### src/rtl/pga_ctrl_pkg.sv
// -----------------------------------------------------------------------------
// pga_ctrl_pkg
// Shared definitions for the PGA auto-ranging controller:
//   - state_t       : sequencer states (IDLE, SETTLE, MEASURE, DECIDE)
//   - *_DEF         : default widths, timing and amplitude thresholds
//   - fs_pos/fs_neg : full-scale codes of a signed two's-complement word
// No ports (package).
// -----------------------------------------------------------------------------
package pga_ctrl_pkg;

  typedef enum logic [1:0] {
    ST_IDLE    = 2'd0,
    ST_SETTLE  = 2'd1,
    ST_MEASURE = 2'd2,
    ST_DECIDE  = 2'd3
  } state_t;

  localparam int ADC_W_DEF      = 12;
  localparam int GW_DEF         = 3;
  localparam int SETTLE_CYC_DEF = 64;
  localparam int WIN_LEN_DEF    = 256;
  localparam int HI_TH_DEF      = 3000;
  localparam int LO_TH_DEF      = 1200;

  // Most positive code of a w-bit signed sample (e.g. +2047 for w=12).
  function automatic int fs_pos(input int w);
    return (1 << (w - 1)) - 1;
  endfunction

  // Most negative code of a w-bit signed sample (e.g. -2048 for w=12).
  function automatic int fs_neg(input int w);
    return -(1 << (w - 1));
  endfunction

endpackage

### src/rtl/pga_minmax_tracker.sv
// -----------------------------------------------------------------------------
// pga_minmax_tracker
// Windowed signed min/max tracker. Accepts up to WIN_LEN qualified samples
// after a clear and raises done once the window is full; further samples are
// ignored until the next clear.
// Ports:
//   clk    in   1      system clock, rising edge
//   rst_n  in   1      asynchronous active-low reset (sample counter only)
//   clr    in   1      restart the window (min/max/count)
//   valid  in   1      data qualifier
//   data   in   ADC_W  signed sample
//   min    out  ADC_W  smallest sample in the current window
//   max    out  ADC_W  largest sample in the current window
//   done   out  1      WIN_LEN samples have been taken
// -----------------------------------------------------------------------------
module pga_minmax_tracker
  import pga_ctrl_pkg::*;
#(
  parameter int ADC_W   = ADC_W_DEF,
  parameter int WIN_LEN = WIN_LEN_DEF
) (
  input  logic                    clk,
  input  logic                    rst_n,
  input  logic                    clr,
  input  logic                    valid,
  input  logic signed [ADC_W-1:0] data,
  output logic signed [ADC_W-1:0] min,
  output logic signed [ADC_W-1:0] max,
  output logic                    done
);

  localparam int CNT_W = $clog2(WIN_LEN + 1);
  localparam logic signed [ADC_W-1:0] FS_POS = ADC_W'(fs_pos(ADC_W));
  localparam logic signed [ADC_W-1:0] FS_NEG = ADC_W'(fs_neg(ADC_W));

  logic [CNT_W-1:0] cnt;
  logic             take;

  assign done = (cnt == CNT_W'(WIN_LEN));
  assign take = valid && !done;

  always_ff @(posedge clk or negedge rst_n) begin
    if (!rst_n) begin
      cnt <= '0;
    end else if (clr) begin
      cnt <= '0;
    end else if (take) begin
      cnt <= cnt + CNT_W'(1);
    end
  end

  // Extremes start inverted so the first accepted sample overwrites both.
  always_ff @(posedge clk) begin
    if (clr) begin
      min <= FS_POS;
      max <= FS_NEG;
    end else if (take) begin
      if (data < min) min <= data;
      if (data > max) max <= data;
    end
  end

endmodule

### src/rtl/pga_autorange_ctrl.sv
// -----------------------------------------------------------------------------
// pga_autorange_ctrl
// Auto-ranging sequencer for a switched-feedback op-amp gain stage. After
// every gain change (and after enable) it waits SETTLE_CYC clocks, measures
// the ADC peak-to-peak over WIN_LEN valid samples and steps the gain one code
// down (pp > HI_TH) or up (pp < LO_TH) until the amplitude is in band, then
// reports it continuously, one window at a time.
// Ports:
//   clk        in   1        system clock, rising edge
//   rst_n      in   1        asynchronous active-low reset
//   enable     in   1        run auto-ranging; low returns to IDLE
//   adc_valid  in   1        adc_data qualifier
//   adc_data   in   ADC_W    signed two's-complement sample
//   gain_code  out  GW       feedback-ladder tap select
//   gain_wr    out  1        one-cycle strobe when gain_code changes
//   amp_pp     out  ADC_W+1  last reported peak-to-peak, unsigned
//   amp_valid  out  1        one-cycle strobe on amp_pp update
//   locked     out  1        last window was accepted without a gain step
//   overload   out  1        sticky: full-scale sample seen at gain code 0
//   busy       out  1        sequencer not idle
// -----------------------------------------------------------------------------
module pga_autorange_ctrl
  import pga_ctrl_pkg::*;
#(
  parameter int ADC_W      = ADC_W_DEF,
  parameter int GW         = GW_DEF,
  parameter int GAIN_INIT  = 0,
  parameter int SETTLE_CYC = SETTLE_CYC_DEF,
  parameter int WIN_LEN    = WIN_LEN_DEF,
  parameter int HI_TH      = HI_TH_DEF,
  parameter int LO_TH      = LO_TH_DEF
) (
  input  logic                    clk,
  input  logic                    rst_n,
  input  logic                    enable,
  input  logic                    adc_valid,
  input  logic signed [ADC_W-1:0] adc_data,
  output logic [GW-1:0]           gain_code,
  output logic                    gain_wr,
  output logic [ADC_W:0]          amp_pp,
  output logic                    amp_valid,
  output logic                    locked,
  output logic                    overload,
  output logic                    busy
);

  localparam int SC_W = $clog2(SETTLE_CYC + 1);
  localparam logic [GW-1:0] GAIN_MAX  = GW'((1 << GW) - 1);
  localparam logic [GW-1:0] GAIN_RST  = GW'(GAIN_INIT);
  localparam logic [ADC_W:0] HI_LIM   = (ADC_W + 1)'(HI_TH);
  localparam logic [ADC_W:0] LO_LIM   = (ADC_W + 1)'(LO_TH);
  localparam logic signed [ADC_W-1:0] FS_POS = ADC_W'(fs_pos(ADC_W));
  localparam logic signed [ADC_W-1:0] FS_NEG = ADC_W'(fs_neg(ADC_W));

  state_t                  state;
  logic [SC_W-1:0]         settle_cnt;
  logic                    no_inc;

  logic                    trk_clr;
  logic                    trk_valid;
  logic signed [ADC_W-1:0] trk_min;
  logic signed [ADC_W-1:0] trk_max;
  logic                    trk_done;

  logic signed [ADC_W:0]   max_x;
  logic signed [ADC_W:0]   min_x;
  logic signed [ADC_W:0]   pp_s;
  logic [ADC_W:0]          pp;
  logic                    fs_hit;
  logic                    pp_high;
  logic                    pp_low;
  logic                    pp_in_band;

  // The window restarts whenever we are not actively measuring, so entry
  // into MEASURE (from SETTLE or from a locked DECIDE) always sees a clean
  // tracker; samples are accepted only while measuring.
  assign trk_clr   = (state != ST_MEASURE);
  assign trk_valid = adc_valid && (state == ST_MEASURE);

  pga_minmax_tracker #(
    .ADC_W   (ADC_W),
    .WIN_LEN (WIN_LEN)
  ) u_tracker (
    .clk   (clk),
    .rst_n (rst_n),
    .clr   (trk_clr),
    .valid (trk_valid),
    .data  (adc_data),
    .min   (trk_min),
    .max   (trk_max),
    .done  (trk_done)
  );

  // One extra bit so max - min cannot overflow (worst case +FS - -FS).
  assign max_x      = {trk_max[ADC_W-1], trk_max};
  assign min_x      = {trk_min[ADC_W-1], trk_min};
  assign pp_s       = max_x - min_x;
  assign pp         = pp_s;
  assign pp_high    = (pp > HI_LIM);
  assign pp_low     = (pp < LO_LIM);
  assign pp_in_band = !pp_high && !pp_low;

  assign fs_hit = adc_valid && ((adc_data == FS_POS) || (adc_data == FS_NEG));

  always_ff @(posedge clk or negedge rst_n) begin
    if (!rst_n) begin
      state      <= ST_IDLE;
      settle_cnt <= '0;
      no_inc     <= 1'b0;
      gain_code  <= GAIN_RST;
      gain_wr    <= 1'b0;
      amp_pp     <= '0;
      amp_valid  <= 1'b0;
      locked     <= 1'b0;
      overload   <= 1'b0;
      busy       <= 1'b0;
    end else begin
      gain_wr   <= 1'b0;
      amp_valid <= 1'b0;

      if (!enable) begin
        // gain_code and amp_pp intentionally keep their values across a stop.
        state    <= ST_IDLE;
        locked   <= 1'b0;
        overload <= 1'b0;
        busy     <= 1'b0;
      end else begin
        case (state)
          ST_IDLE: begin
            state      <= ST_SETTLE;
            settle_cnt <= '0;
            busy       <= 1'b1;
          end

          ST_SETTLE: begin
            if (settle_cnt == SC_W'(SETTLE_CYC - 1)) begin
              state <= ST_MEASURE;
            end else begin
              settle_cnt <= settle_cnt + SC_W'(1);
            end
          end

          ST_MEASURE: begin
            if (trk_done) begin
              state <= ST_DECIDE;
            end else if (fs_hit) begin
              if (gain_code != '0) begin
                // Clipping makes the window meaningless: back off at once.
                gain_code  <= gain_code - GW'(1);
                gain_wr    <= 1'b1;
                locked     <= 1'b0;
                no_inc     <= 1'b1;
                settle_cnt <= '0;
                state      <= ST_SETTLE;
              end else begin
                // Nothing lower to go to: flag it and keep measuring.
                overload <= 1'b1;
              end
            end
          end

          ST_DECIDE: begin
            if (pp_high && (gain_code != '0)) begin
              gain_code  <= gain_code - GW'(1);
              gain_wr    <= 1'b1;
              locked     <= 1'b0;
              no_inc     <= 1'b1;
              settle_cnt <= '0;
              state      <= ST_SETTLE;
            end else if (pp_low && (gain_code != GAIN_MAX) && !no_inc) begin
              gain_code  <= gain_code + GW'(1);
              gain_wr    <= 1'b1;
              locked     <= 1'b0;
              settle_cnt <= '0;
              state      <= ST_SETTLE;
            end else begin
              // In band, pinned at a rail, or an increment held off after a
              // recent decrement: report this window and keep measuring.
              amp_pp    <= pp;
              amp_valid <= 1'b1;
              locked    <= 1'b1;
              if (pp_in_band) no_inc <= 1'b0;
              state     <= ST_MEASURE;
            end
          end

          default: state <= ST_IDLE;
        endcase
      end
    end
  end

endmodule

### config.mk
export PLATFORM = sky130hd
export DESIGN_NAME = pga_autorange_ctrl
export DESIGN_NICKNAME = d
export VERILOG_FILES = /design/src/rtl/pga_ctrl_pkg.sv /design/src/rtl/pga_minmax_tracker.sv /design/src/rtl/pga_autorange_ctrl.sv
export SDC_FILE = /design/constraint.sdc
export NUM_CORES = 1
export LEC_CHECK = 0
export ABC_AREA = 1
export CAP_MARGIN = 20
export CORE_MARGIN = 1
export CORE_UTILIZATION = 60
export CTS_CLUSTER_SIZE = 20
export DETAILED_ROUTE_END_ITERATION = 8
export GPL_TIMING_DRIVEN = 0
export PLACE_DENSITY = 0.82
export SYNTH_ARGS = -nofsm -noshare
export SYNTH_HDL_FRONTEND = slang
export SYNTH_HIERARCHICAL = 1
export SYNTH_SLANG_ARGS = --single-unit
### constraint.sdc
create_clock -name clk -period 5.7 [get_ports clk]
set_clock_uncertainty 0.2 [all_clocks]
set_input_delay 1.71 -clock clk [delete_from_list [all_inputs] [get_ports clk]]
set_output_delay 1.71 -clock clk [all_outputs]
set_load 0.05 [all_outputs]
Word-level counts from Yosys, hierarchy flattened
Cells that the tools add are included.
Word-level totals
  input port bits: 16
  bits in registers: 64
  logic and storage cells: 130
Cells by class
  reduce and logical (&&, ||, !) cells: 25
  muxes and demuxes: 53
  add/subtract/negate cells: 5
  equal/unequal tests: 28
  magnitude comparators: 4
  bitwise operators: 2
Operators with widths (count)
  $mux 7: 6
  $pmux 7 s4: 1
  $mux 1: 27
  $eq 12x12->1 const B: 2
  $ne 3x3->1 const B: 7
  $mux 9: 2
  $mux 3: 5
  $mux 2: 7
  $gt 13x12->1 const B: 1
  $lt 13x11->1 const B: 1
  $sub 12x12->13: 1
  $gt 12x12->1: 1
  $lt 12x12->1: 1
  $ne 2x2->1 const B: 6
  $reduce_and 4->1: 3
  $reduce_and 6->1: 2
  $add 9x1->9 const B: 1
  $eq 9x9->1 const B: 1
  $ne 2x1->1 const B: 4
  $pmux 2 s4: 1
  $add 7x1->7 const B: 1
  $eq 7x6->1 const B: 1
  $logic_and 1x1->1: 7
  $reduce_and 7->1: 1
  other kinds (18): 27

Logic depth before layout (Yosys ltp)
Gate-level depths: netlist of the first run.
  depth after elaboration: 8
  mapped depth: 21
  mapped depth without buffers: 20

Modules after synthesis
The synthesis of the first run kept the hierarchy.
Modules (own cells, without submodules)
  pga_autorange_ctrl: cells an instance 385, area each 2534.9 µm², times used 1, seq. area each 775.7 µm²
  pga_minmax_tracker: cells an instance 316, area each 2213.4 µm², times used 1, seq. area each 705.7 µm²

Worst setup path after synthesis of the first run
Ideal clock, no wire load.
  path type: input -> register
  start point: input port adc_data[1]
  end point: register settle_cnt[2]
  setup slack: 2.422 ns
  data arrival time: 2.960 ns
  cell stages on the path: 12
  library setup time: 0.118 ns
  buffers on the path: 1
  required time: 5.382 ns
  path through: inv_1 > nor4_1 > nand3_1 > o31ai_1 > nand2_1 > nand2_1 > nand4_1 > nor2_1 > nand2_4 > buf_6 > nand2_1 > o21ai_2
On the way
  word-level cells in the longest chain between the ends: 5
  elaborated cells between the ends (all ways): 6
  classes of those cells: eq/ne: 3; reduce/logical: 3
RTL lines
  start: declaration: line pga_autorange_ctrl.sv:37  | input logic signed [ADC_W-1:0] adc_data,
  $eq 12x12->1: line pga_autorange_ctrl.sv:103  | assign fs_hit = adc_valid && ((adc_data == FS_POS) || (adc_data == FS_NEG));
  $logic_or 1x1->1 *: line pga_autorange_ctrl.sv:103
  $logic_and 1x1->1 *: line pga_autorange_ctrl.sv:103
  $ne 2x2->1 (no source line) *
  $reduce_and 6->1 (no source line) *
  end signal: assignment: line pga_autorange_ctrl.sv:139  | settle_cnt <= settle_cnt + SC_W'(1);
  end: declaration: line pga_autorange_ctrl.sv:56  | logic [SC_W-1:0] settle_cnt;
Mark *: on every way between the ends. The rest lies on a longest branch, timed or not.
A chain may end at the register's enable or synchronous reset.

Worst setup path after layout of the first run
  start point: input port adc_data[1]
  end point: register gain_code[2]
On the way
  word-level cells in the longest chain between the ends: 5
  elaborated cells between the ends (all ways): 6
  classes of those cells: eq/ne: 3; reduce/logical: 3
RTL lines
  $eq 12x12->1: line pga_autorange_ctrl.sv:103
  $logic_or 1x1->1 *: line pga_autorange_ctrl.sv:103
  $logic_and 1x1->1 *: line pga_autorange_ctrl.sv:103
  $ne 2x2->1 (no source line) *
  $reduce_and 6->1 (no source line) *
  end signal: assignment: line pga_autorange_ctrl.sv:149  | gain_code <= gain_code - GW'(1);
  end signal: assignment: line pga_autorange_ctrl.sv:164  | gain_code <= gain_code - GW'(1);
  end signal: assignment: line pga_autorange_ctrl.sv:171  | gain_code <= gain_code + GW'(1);
  end: declaration: line pga_autorange_ctrl.sv:38  | output logic [GW-1:0] gain_code,
Marks and branches as above.

==> metrics.txt, run 1 <==
storage element area=1480 µm²; Max clock buf depth=2; ranking of synthesized cells by area=dfrtp_1, nand2_1, ha_1; Final ANT Viol Nets=0; pre-CTS WS=1.44 ns; # setup viols final=0; fin. max-slew vios=0; Min-Delay Path Class=flop to flop; Post-Route WL=9880 µm; max-cap violations=0; fillers=667; Avg Synthesized Cell Area=between 6 and 7 µm²; synthesis-stage register bit count=64; DR pass1 iterations=5; routability cong.=0.885; Synth warnings=6; vias in the first global route=4195; top-count cell post-synth=nand2_1; setup_tns=0 ns; Power Dens Cells=approximately 250 nW/µm²; Total GRT Usage=26.6%; DIE HEIGHT=91.0 µm; critical path peak fanout=5; core area=7690 µm²; first-pass GRT wire length=17900 µm; RSZ-0062 raised after global routing=false; post-CTS resize count=0; 1st-iter DRT viols=189; area grow syn2layout=14.1%; fmax=255 MHz; hold path cells=2; Skew-Pair Late Insertion Delay=about 0.35 ns; CP Depth=12; cts hold-fix bufs=0; CTS Sinks=64; largest net degree at the start of global routing=41; initial core utilization=61.8%; CTS Buf Count=9; Setup crit end kind=flop; peak supply drop=116 µV; Synth area leader=dfrtp_1; PortBufs=36; min cycle time layout=approximately 3.9 ns; post-DP HPWL=7870 µm; worst reg2reg path depth=17; Vias=4409; run status=complete, no violations; CP most frequent cell=nand2_1; Synth Flop Type=dfrtp_1; Crit Path Class=input pin to flop; Slew HR=between 40% and 50%; Horiz. Die Dim=slightly above 90 µm; slowest CP cell=clkdlybuf4s50_1; final worst setup slack=1.78 ns; CP arrival=3.95 ns; Final nets=between 800 and 900; worst slew pin tran=0.879 ns; Max stage delay on crit path=0.57 ns; Overflow after GRT=0; num rows=32; initial antenna violation count=0; layout cells sized above 1=7.84%; Synth Cell Area=4750 µm²; ANT cells=0; total setup buffers inserted after CTS=0; worst path bufs/invs=2; Synth cell types=43; Post-Syn Instances=around 700; CP Launch Type=input pin; area occupied by multi-input gates=2630 µm²; synth cell count leaders=nand2_1, inv_1, nand3_1; Syn Nets=760; CTS tree=built; clk slew on worst S/H paths=roughly 0.070 ns; die area=8270 µm²; drc violations=0; Post-synth EDFFs=0; Fin. Hold Viols=0; leakage power=0.00297 µW; Avg WL per Cell=11.6 µm; Worst EP required=5.73 ns; family with the most delay on the worst path=simple AND/OR/NAND/NOR gates; worst path cell trace=clkdlybuf4s50_1, inv_1, nor4_1, nand3_1, o31ai_1, nand2_1, nand2_1, nand4_1, nor2_1, nand2_1, nand2_1, o21ai_0; Core Util, Final=70.5%; period utilization=68.7%; I/O pins=37; H-tree depth=3; asr flop ratio synth=62.5%; vias per inst=5.16; sequential share of the synthesized area=31.2%; Synth top area share=between 20% and 30%; CTS Root Cell=clkbuf_8
[worst paths after layout]
path	startpoint	end	slack (ns)
max	adc_data[1]	gain_code[2]$_DFFE_PN0P_	1.78
max reg2reg	u_tracker/min[0]$_SDFFE_PP1P_	amp_pp[12]$_DFFE_PN0P_	2.73
min reg2reg	amp_pp[7]$_DFFE_PN0P_	amp_pp[7]$_DFFE_PN0P_	0.27
max in group asynchronous	rst_n	u_tracker/cnt[4]$_DFFE_PN0P_	3.47
min	amp_pp[7]$_DFFE_PN0P_	amp_pp[7]$_DFFE_PN0P_	0.27
min in group asynchronous	rst_n	amp_pp[0]$_DFFE_PN0P_	1.28
[power breakdown]
| group | switching [µW] | leakage (µW) | internal, µW |
|---|---|---|---|
| Sequential | 33.9 | 0.000734 | 491 |
| Clock | 175 | 0.0000927 | 193 |
| Combinational | 288 | 0.00214 | 150 |
| Total | 497 | 0.00297 | 834 |
[routing by layer]
layer / vias up / share of wire (%) / wire length, µm / GRT usage, %
met5: - / 0 / 0 / 0
met4: 0 / 2.4 / 242 / 12.6
met3: 23 / 3.8 / 371 / 3.27
met2: 95 / 47 / 4660 / 45.2
met1: 1998 / 47 / 4610 / 33.7
li1: 2293 / - / - / -
[logic make-up after synthesis]
family / after synthesis / synth area share, %
AO/OA/AOI/OAI: 54 / 6.75
buffers and inverters: 154 / 13.4
adder cells (fa/ha/maj): 43 / 11.5
AND/OR/NAND/NOR: 380 / 35.9
flip-flops: 64 / 31.2
XOR/XNOR: 6 / 1.27
[cell type report]
cell class / instances / share of cell area (%)
tap: 102 / 2.36
clock buffer: 14 / 3.19
sequential: 64 / 27.4
buffer: 15 / 2.03
clock inverter: 2 / 0.231
multi-input combinational: 483 / 48.6
timing repair buffer: 36 / 6.56
inverter: 139 / 9.68
[worst register-to-register path: stages, from the launching register on]
cell and delay [ns]:
dfxtp_1 0.41, ha_1 0.17, inv_1 0.07, fa_1 0.41
nand2_1 0.08, nand2_1 0.11, nand3_1 0.15, nand2_2 0.09
a21boi_2 0.14, xor2_1 0.20, nand3_1 0.14, nand3_2 0.13
nand3_4 0.15, inv_4 0.11, nand2_4 0.06, buf_6 0.15
nand2_1 0.05, nand2_1 0.05
[cells in the final DEF, fill, tap and decap left out, types with 20 or more instances in the layout]
cell type and n:
a21oi_1 30, clkdlybuf4s50_1 35, dfrtp_1 40, dfxtp_1 24, ha_1 42, inv_1 132, nand2_1 209, nand3_1 62
nand4_1 20, nor2_1 55
[flip-flops by register name, summed over array words and instances (netlist names)]
name           count
amp_valid          1
busy               1
state              2
gain_wr            1
locked             1
amp_pp            13
u_tracker/max     12
no_inc             1
gain_code          3
u_tracker/min     12
overload           1
settle_cnt         7
u_tracker/cnt      9
[per-stage QoR]
stage / cell area (µm²) / cells / hold WS (ns) / total power (µW)
final: 5420 / 855 / 0.271 / 1330
after global routing: 5420 / 855 / 0.295 / 1410
after CTS: 5420 / 855 / 0.276 / 1340
after detailed placement: 5230 / 839 / 0.259 / 971
after global placement: 5240 / 839 / 0.253 / 955
after floorplan: 4750 / 701 / 0.243 / 842
Note: power is estimated with default switching activity, not from simulation.
==> inputs of run 2 (changes only) <==
--- a/config.mk
+++ b/config.mk
@@ -8,11 +8,11 @@
 export ABC_AREA = 1
 export CAP_MARGIN = 20
 export CORE_MARGIN = 1
-export CORE_UTILIZATION = 60
+export CORE_UTILIZATION = 54
 export CTS_CLUSTER_SIZE = 20
 export DETAILED_ROUTE_END_ITERATION = 8
 export GPL_TIMING_DRIVEN = 0
-export PLACE_DENSITY = 0.82
+export PLACE_DENSITY = 0.78
 export SYNTH_ARGS = -nofsm -noshare
 export SYNTH_HDL_FRONTEND = slang
 export SYNTH_HIERARCHICAL = 1
==> constraint.sdc (replaced) <==
create_clock -name clk -period 3.23 [get_ports clk]
set_clock_uncertainty 0.2 [all_clocks]
set_input_delay 0.969 -clock clk [delete_from_list [all_inputs] [get_ports clk]]
set_output_delay 0.969 -clock clk [all_outputs]
set_load 0.05 [all_outputs]
==> run 2 against run 1 <==
Largest cell class unchanged. Highest routed layer unchanged. Clock power increased by 92%. Routed wire length increased by 0.34%. Critical path type unchanged. Setup slack got worse by 1.7 ns. Sequential power increased by 76%.
==> metrics.txt, run 2 (synthesis results as in run 1) <==
Vias=4324; CTS Root Cell=clkbuf_8; Slew HR=40.8%; Power Dens Cells=438 nW/µm²; Internal=roughly 1500 µW; die area=just over 9000 µm²; Post-Route WL=roughly 10000 µm; Min-Delay Path Class=flop to flop; post-DP HPWL=7790 µm; Biggest register=amp_pp; layout cells sized above 1=8.75%; first-pass GRT wire length=17200 µm; worst slew pin tran=between 0.8 and 0.9 ns; leakage power=0.00303 µW; Skew-Pair Late Insertion Delay=about 0.34 ns; largest net degree at the start of global routing=41; CP Launch Type=input pin; Avg WL per Cell=11.5 µm; drc violations=0; initial antenna violation count=0; CTS tree=built; CTS Buf Count=9; commonest non-fill, non-tap cell in the layout=nand2_1; I/O pins=37; Hold EP=amp_pp[7]$_DFFE_PN0P_; Final ANT Viol Nets=0; num rows=33; Setup crit end kind=flop; DR pass1 iterations=4; combinational power share=32.3%; Worst EP required=~3.3 ns; PortBufs=36; Max clock buf depth=2; core area=8380 µm²; most frequent cells in the layout=nand2_1, inv_1, nand3_1; critical path peak fanout=10; period utilization=96.3%; # setup viols final=0; area occupied by multi-input gates=roughly 2700 µm²; final worst setup slack=0.120 ns; Net Sw Frac=36.5%; sequential share of power=38.4%; H-tree depth=3; storage element area=1480 µm²; Total GRT Usage=between 20% and 30%; Crit Path Class=input pin to flop; ANT cells=0; clk slew on worst S/H paths=~0.070 ns; Reg2Reg Setup Slack=0.25 ns; fin. max-slew vios=0; max-cap violations=0; 1st-iter DRT viols=155; Worst Setup SP=adc_data[3]; CP arrival=3.14 ns; fillers=between 700 and 800; Fin. Hold Viols=0; Final nets=808; Horiz. Die Dim=95.8 µm; setup_tns=0 ns; hold path cells=2; DIE HEIGHT=95.8 µm; registers with the most flip-flops=amp_pp: 13 flops, u_tracker/max: 12 flops, u_tracker/min: 12 flops; area grow syn2layout=15.8%; worst reg2reg path depth=19; routability cong.=0.844; final non-filler cell area=5500 µm²; DP Area=5240 µm²; reg-to-reg startpoint=u_tracker/min[0]$_SDFFE_PP1P_; Clk pwr share=29.3%; fmax=approximately 320 MHz; vias in the first global route=4151; Overflow after GRT=0; min cycle time layout=3.11 ns; min-delay src=amp_pp[7]$_DFFE_PN0P_; run status=complete, no violations; CTS Sinks=64; Net Switching=880 µW; pre-CTS WS=-0.272 ns; vias per inst=~5.0; Largest register FFs=13; RR Endpoint=amp_pp[11]$_DFFE_PN0P_; peak supply drop=approximately 300 µV; initial core utilization=56.7%
run 2: layout make-up:
type,instances,area share [%]
inverter,139,9.54
multi-input combinational,483,48.5
tap,105,2.39
clock buffer,11,2.75
timing repair buffer,37,6.83
buffer,15,2.00
clock inverter,5,1.00
sequential,64,26.9
run 2: worst max-delay path by stage:
stage / cells after the start / to
after floorplan: 20 / amp_pp[0]$_DFFE_PN0P_
after global placement: 11 / settle_cnt[1]$_DFFE_PN0P_
after detailed placement: 13 / settle_cnt[0]$_DFFE_PN0P_
after CTS: 13 / settle_cnt[2]$_DFFE_PN0P_
after global routing: 13 / settle_cnt[0]$_DFFE_PN0P_
final: 13 / settle_cnt[2]$_DFFE_PN0P_
run 2: per-stage QoR:
step	total power (µW)	utilization, %	cells	hold slack (ns)
6_report	2410	65.6	859	0.272
5_1_grt	2570	65.6	859	0.301
4_1_cts	2420	64.9	858	0.276
3_5_place_dp	1710	62.5	842	0.258
3_3_place_gp	1680	62.5	842	0.253
2_1_floorplan	1490	-	701	0.243
run 2: repair_timing:
item,in CTS,in global routing
hold buffers,0,0
gates resized for setup,0,12
setup buffers,0,1
endpoints found under the setup margin,0,12
run 2: layer usage:
layer	GRT usage (%)	vias to the layer above	part of all wire (%)
met3	5.13	16	4.0
li1	-	2297	-
met2	41.1	95	46
met5	0	-	0
met1	29.1	1916	48
met4	7.84	0	1.4
run 2: power groups by stage:
stage / logic, µW / registers (µW) / clock network, µW
5_1_grt: 878 / 935 / 759
3_5_place_dp: 767 / 942 / 0
2_1_floorplan: 415 / 1070 / 0
6_report: 779 / 925 / 706
4_1_cts: 770 / 925 / 726
3_3_place_gp: 747 / 936 / 0
run 2: worst max-delay path, cell delays in order:
cell	delay (ns)
clkdlybuf4s50_1	0.58
inv_1	0.10
nor4_2	0.23
nand3_1	0.17
o31ai_4	0.11
nand2_1	0.10
nand2_1	0.09
nand4_1	0.18
nor2_2	0.25
nand2_4	0.09
buf_6	0.15
nand2_1	0.07
o21ai_2	0.05
==> inputs of run 3 (changes only) <==
==> constraint.sdc (replaced) <==
create_clock -name clk -period 2.6 [get_ports clk]
set_clock_uncertainty 0.2 [all_clocks]
set_input_delay 0.78 -clock clk [delete_from_list [all_inputs] [get_ports clk]]
set_output_delay 0.78 -clock clk [all_outputs]
set_load 0.05 [all_outputs]
==> run 3 against run 2 <==
The flow now finishes with violations (setup timing). Critical endpoint is now gain_code[2]$_DFFE_PN0P_. Clock-buffer cell count increased by 1. Sequential share of layout area decreased by 2.0 points. Combinational power increased by 41%. First-iteration DRC count increased by 84%. Global-route usage increased by 1.8 points. Total power increased by 28%. Hold slack improved by 0.0069 ns. Routed wire length increased by 20%. Non-clock buffer count increased by 21. Setup slack got worse by 0.30 ns.
==> metrics.txt, run 3 (synthesis results as in run 1) <==
Setup crit end kind=flop; I/O pins=37; Slew HR=40.2%; Skew-Pair Late Insertion Delay=0.35 ns; min-delay src=amp_pp[12]$_DFFE_PN0P_; run status=finished, violations left; fin. max-slew vios=0; Crit Path Class=flop to flop; CP Launch Type=flop; slowest CP cell=dfxtp_2; first-pass GRT wire length=18500 µm; DIE HEIGHT=about 96 µm; Post-Route WL=11900 µm; Vias=about 4700; period utilization=107%; Overflow after GRT=0; peak supply drop=between 200 and 300 µV; worst path cell trace=ha_4, inv_2, fa_2, nand2_2, nand2_4, nand3_4, buf_4, nand3_2, nand2_2, nand2_1, nor2_1, nand2_2, nand3_4, nand3_4, nand3_4, buf_4, nand2_4, nand2_1, o21ai_0; leakage power=0.00314 µW; RSZ-0062 raised after global routing=true; fmax=360 MHz; Largest register FFs=13; worst slew pin tran=approximately 0.90 ns; Horiz. Die Dim=roughly 96 µm; pre-CTS WS=-0.722 ns; DR pass1 iterations=5; Min-Delay Path Class=flop to flop; CP Depth=19; die area=9170 µm²; most frequent cells in the layout=nand2_1, inv_1, nand3_1; layout cells sized above 1=21.7%; CP most frequent cell=nand3_4; CTS Sinks=64; area grow syn2layout=25.8%; reg-to-reg startpoint=u_tracker/min[0]$_SDFFE_PP1P_; Biggest register=amp_pp; Reg2Reg Setup Slack=-0.18 ns; vias in the first global route=~4400; num rows=33; Hold Worst Slack=around 0.28 ns; Fin. Hold Viols=0; CTS Root Cell=clkbuf_8; setup_tns=-4.05 ns; RR Endpoint=gain_code[2]$_DFFE_PN0P_; 1st-iter DRT viols=285; initial antenna violation count=0; final worst setup slack=-0.177 ns; clk slew on worst S/H paths=approximately 0.080 ns; failing checks=setup timing; overall power=3080 µW; worst path bufs/invs=3; Avg WL per Cell=around 14 µm; Hold EP=amp_pp[12]$_DFFE_PN0P_; Worst EP required=2.62 ns; CP arrival=between 2 and 3 ns; # setup viols final=28; routability cong.=0.859; core area=between 8000 and 9000 µm²; H-tree depth=3; post-DP HPWL=7960 µm; CTS tree=built; initial core utilization=between 50% and 60%; min cycle time layout=2.78 ns; Total GRT Usage=between 20% and 30%; max-cap violations=0; family with the most delay on the worst path=simple AND/OR/NAND/NOR gates; largest net degree at the start of global routing=41; Final nets=approximately 830; PortBufs=36; Max stage delay on crit path=0.37 ns; worst reg2reg path depth=19; hold path cells=2; commonest non-fill, non-tap cell in the layout=nand2_1; Max clock buf depth=2; CTS Buf Count=9; registers with the most flip-flops=amp_pp: 13 flops, u_tracker/max: 12 flops, u_tracker/min: 12 flops; critical path peak fanout=6; Final ANT Viol Nets=0; ANT cells=0; Power Dens Cells=515 nW/µm²; Worst Setup SP=u_tracker/min[0]$_SDFFE_PP1P_; vias per inst=5.32; drc violations=0
==> run 3: cell count changes in the layout (fill, tap and decap cells not counted), moves of 9 or more <==
| cell | change |
|---|---|
| nand2_1 | -27 |
| ha_1 | -10 |
| clkdlybuf4s50_1 | -9 |
| nand2_2 | +20 |
| buf_4 | +16 |
| clkbuf_2 | +10 |
| ha_4 | +9 |
==> run 3: final cells by class <==
class / count / area, µm²
clock inverter: 3 / 16.3
sequential: 64 / 1490
timing repair buffer: 59 / 517
multi-input combinational: 483 / 3020
fill: 635 / 2410
buffer: 14 / 109
inverter: 139 / 524
tap: 105 / 131
clock buffer: 12 / 165
==> run 3: report_power, final <==
part | internal (µW) | switching (µW) | leakage (µW)
Sequential | 1080 | 78.6 | 0.000731
Clock | 415 | 406 | 0.0000919
Combinational | 404 | 698 | 0.00232
Total | 1890 | 1180 | 0.00314
==> run 3: timing repair <==
action / 4_1_cts / 5_1_grt
hold buffers: 0 / 0
gates resized for setup: 39 / 95
setup endpoints to repair: 51 / 53
pin swaps: 13 / 16
buffers inserted: 8 / 12
cloned: 1 / 2
==> run 3: worst max path at each step <==
stage,endpoint
after floorplan,amp_pp[0]$_DFFE_PN0P_
after global placement,settle_cnt[1]$_DFFE_PN0P_
after detailed placement,gain_code[2]$_DFFE_PN0P_
after CTS,amp_pp[7]$_DFFE_PN0P_
after global routing,gain_code[2]$_DFFE_PN0P_
final,gain_code[2]$_DFFE_PN0P_
==> run 3: worst register-to-register path, delay by kind of cell, from the launching register on <==
kind	cells	cell delay, ns
AO/OA/AOI/OAI	1	0.07
buffers and inverters	3	0.32
flip-flops	1	0.37
adder cells (fa/ha/maj)	2	0.50
AND/OR/NAND/NOR	13	1.20
==> run 3: metal layers <==
layer | GRT usage [%] | part of all wire (%) | up-vias | wire length, µm
met2 | 44.0 | 49 | 176 | 5880
li1 | - | - | 2331 | -
met4 | 9.58 | 2.4 | 0 | 286
met5 | 0 | 0 | - | 0
met3 | 5.53 | 5.5 | 36 | 656
met1 | 31.0 | 43 | 2135 | 5110
==> run 3: per-stage QoR <==
step	instance area, µm²	util, %	instances
floorplan	4750	-	701
global placement	5250	62.6	842
global route	5970	71.3	879
CTS	5580	66.6	866
finish	5970	71.3	879
detailed placement	5240	62.5	842
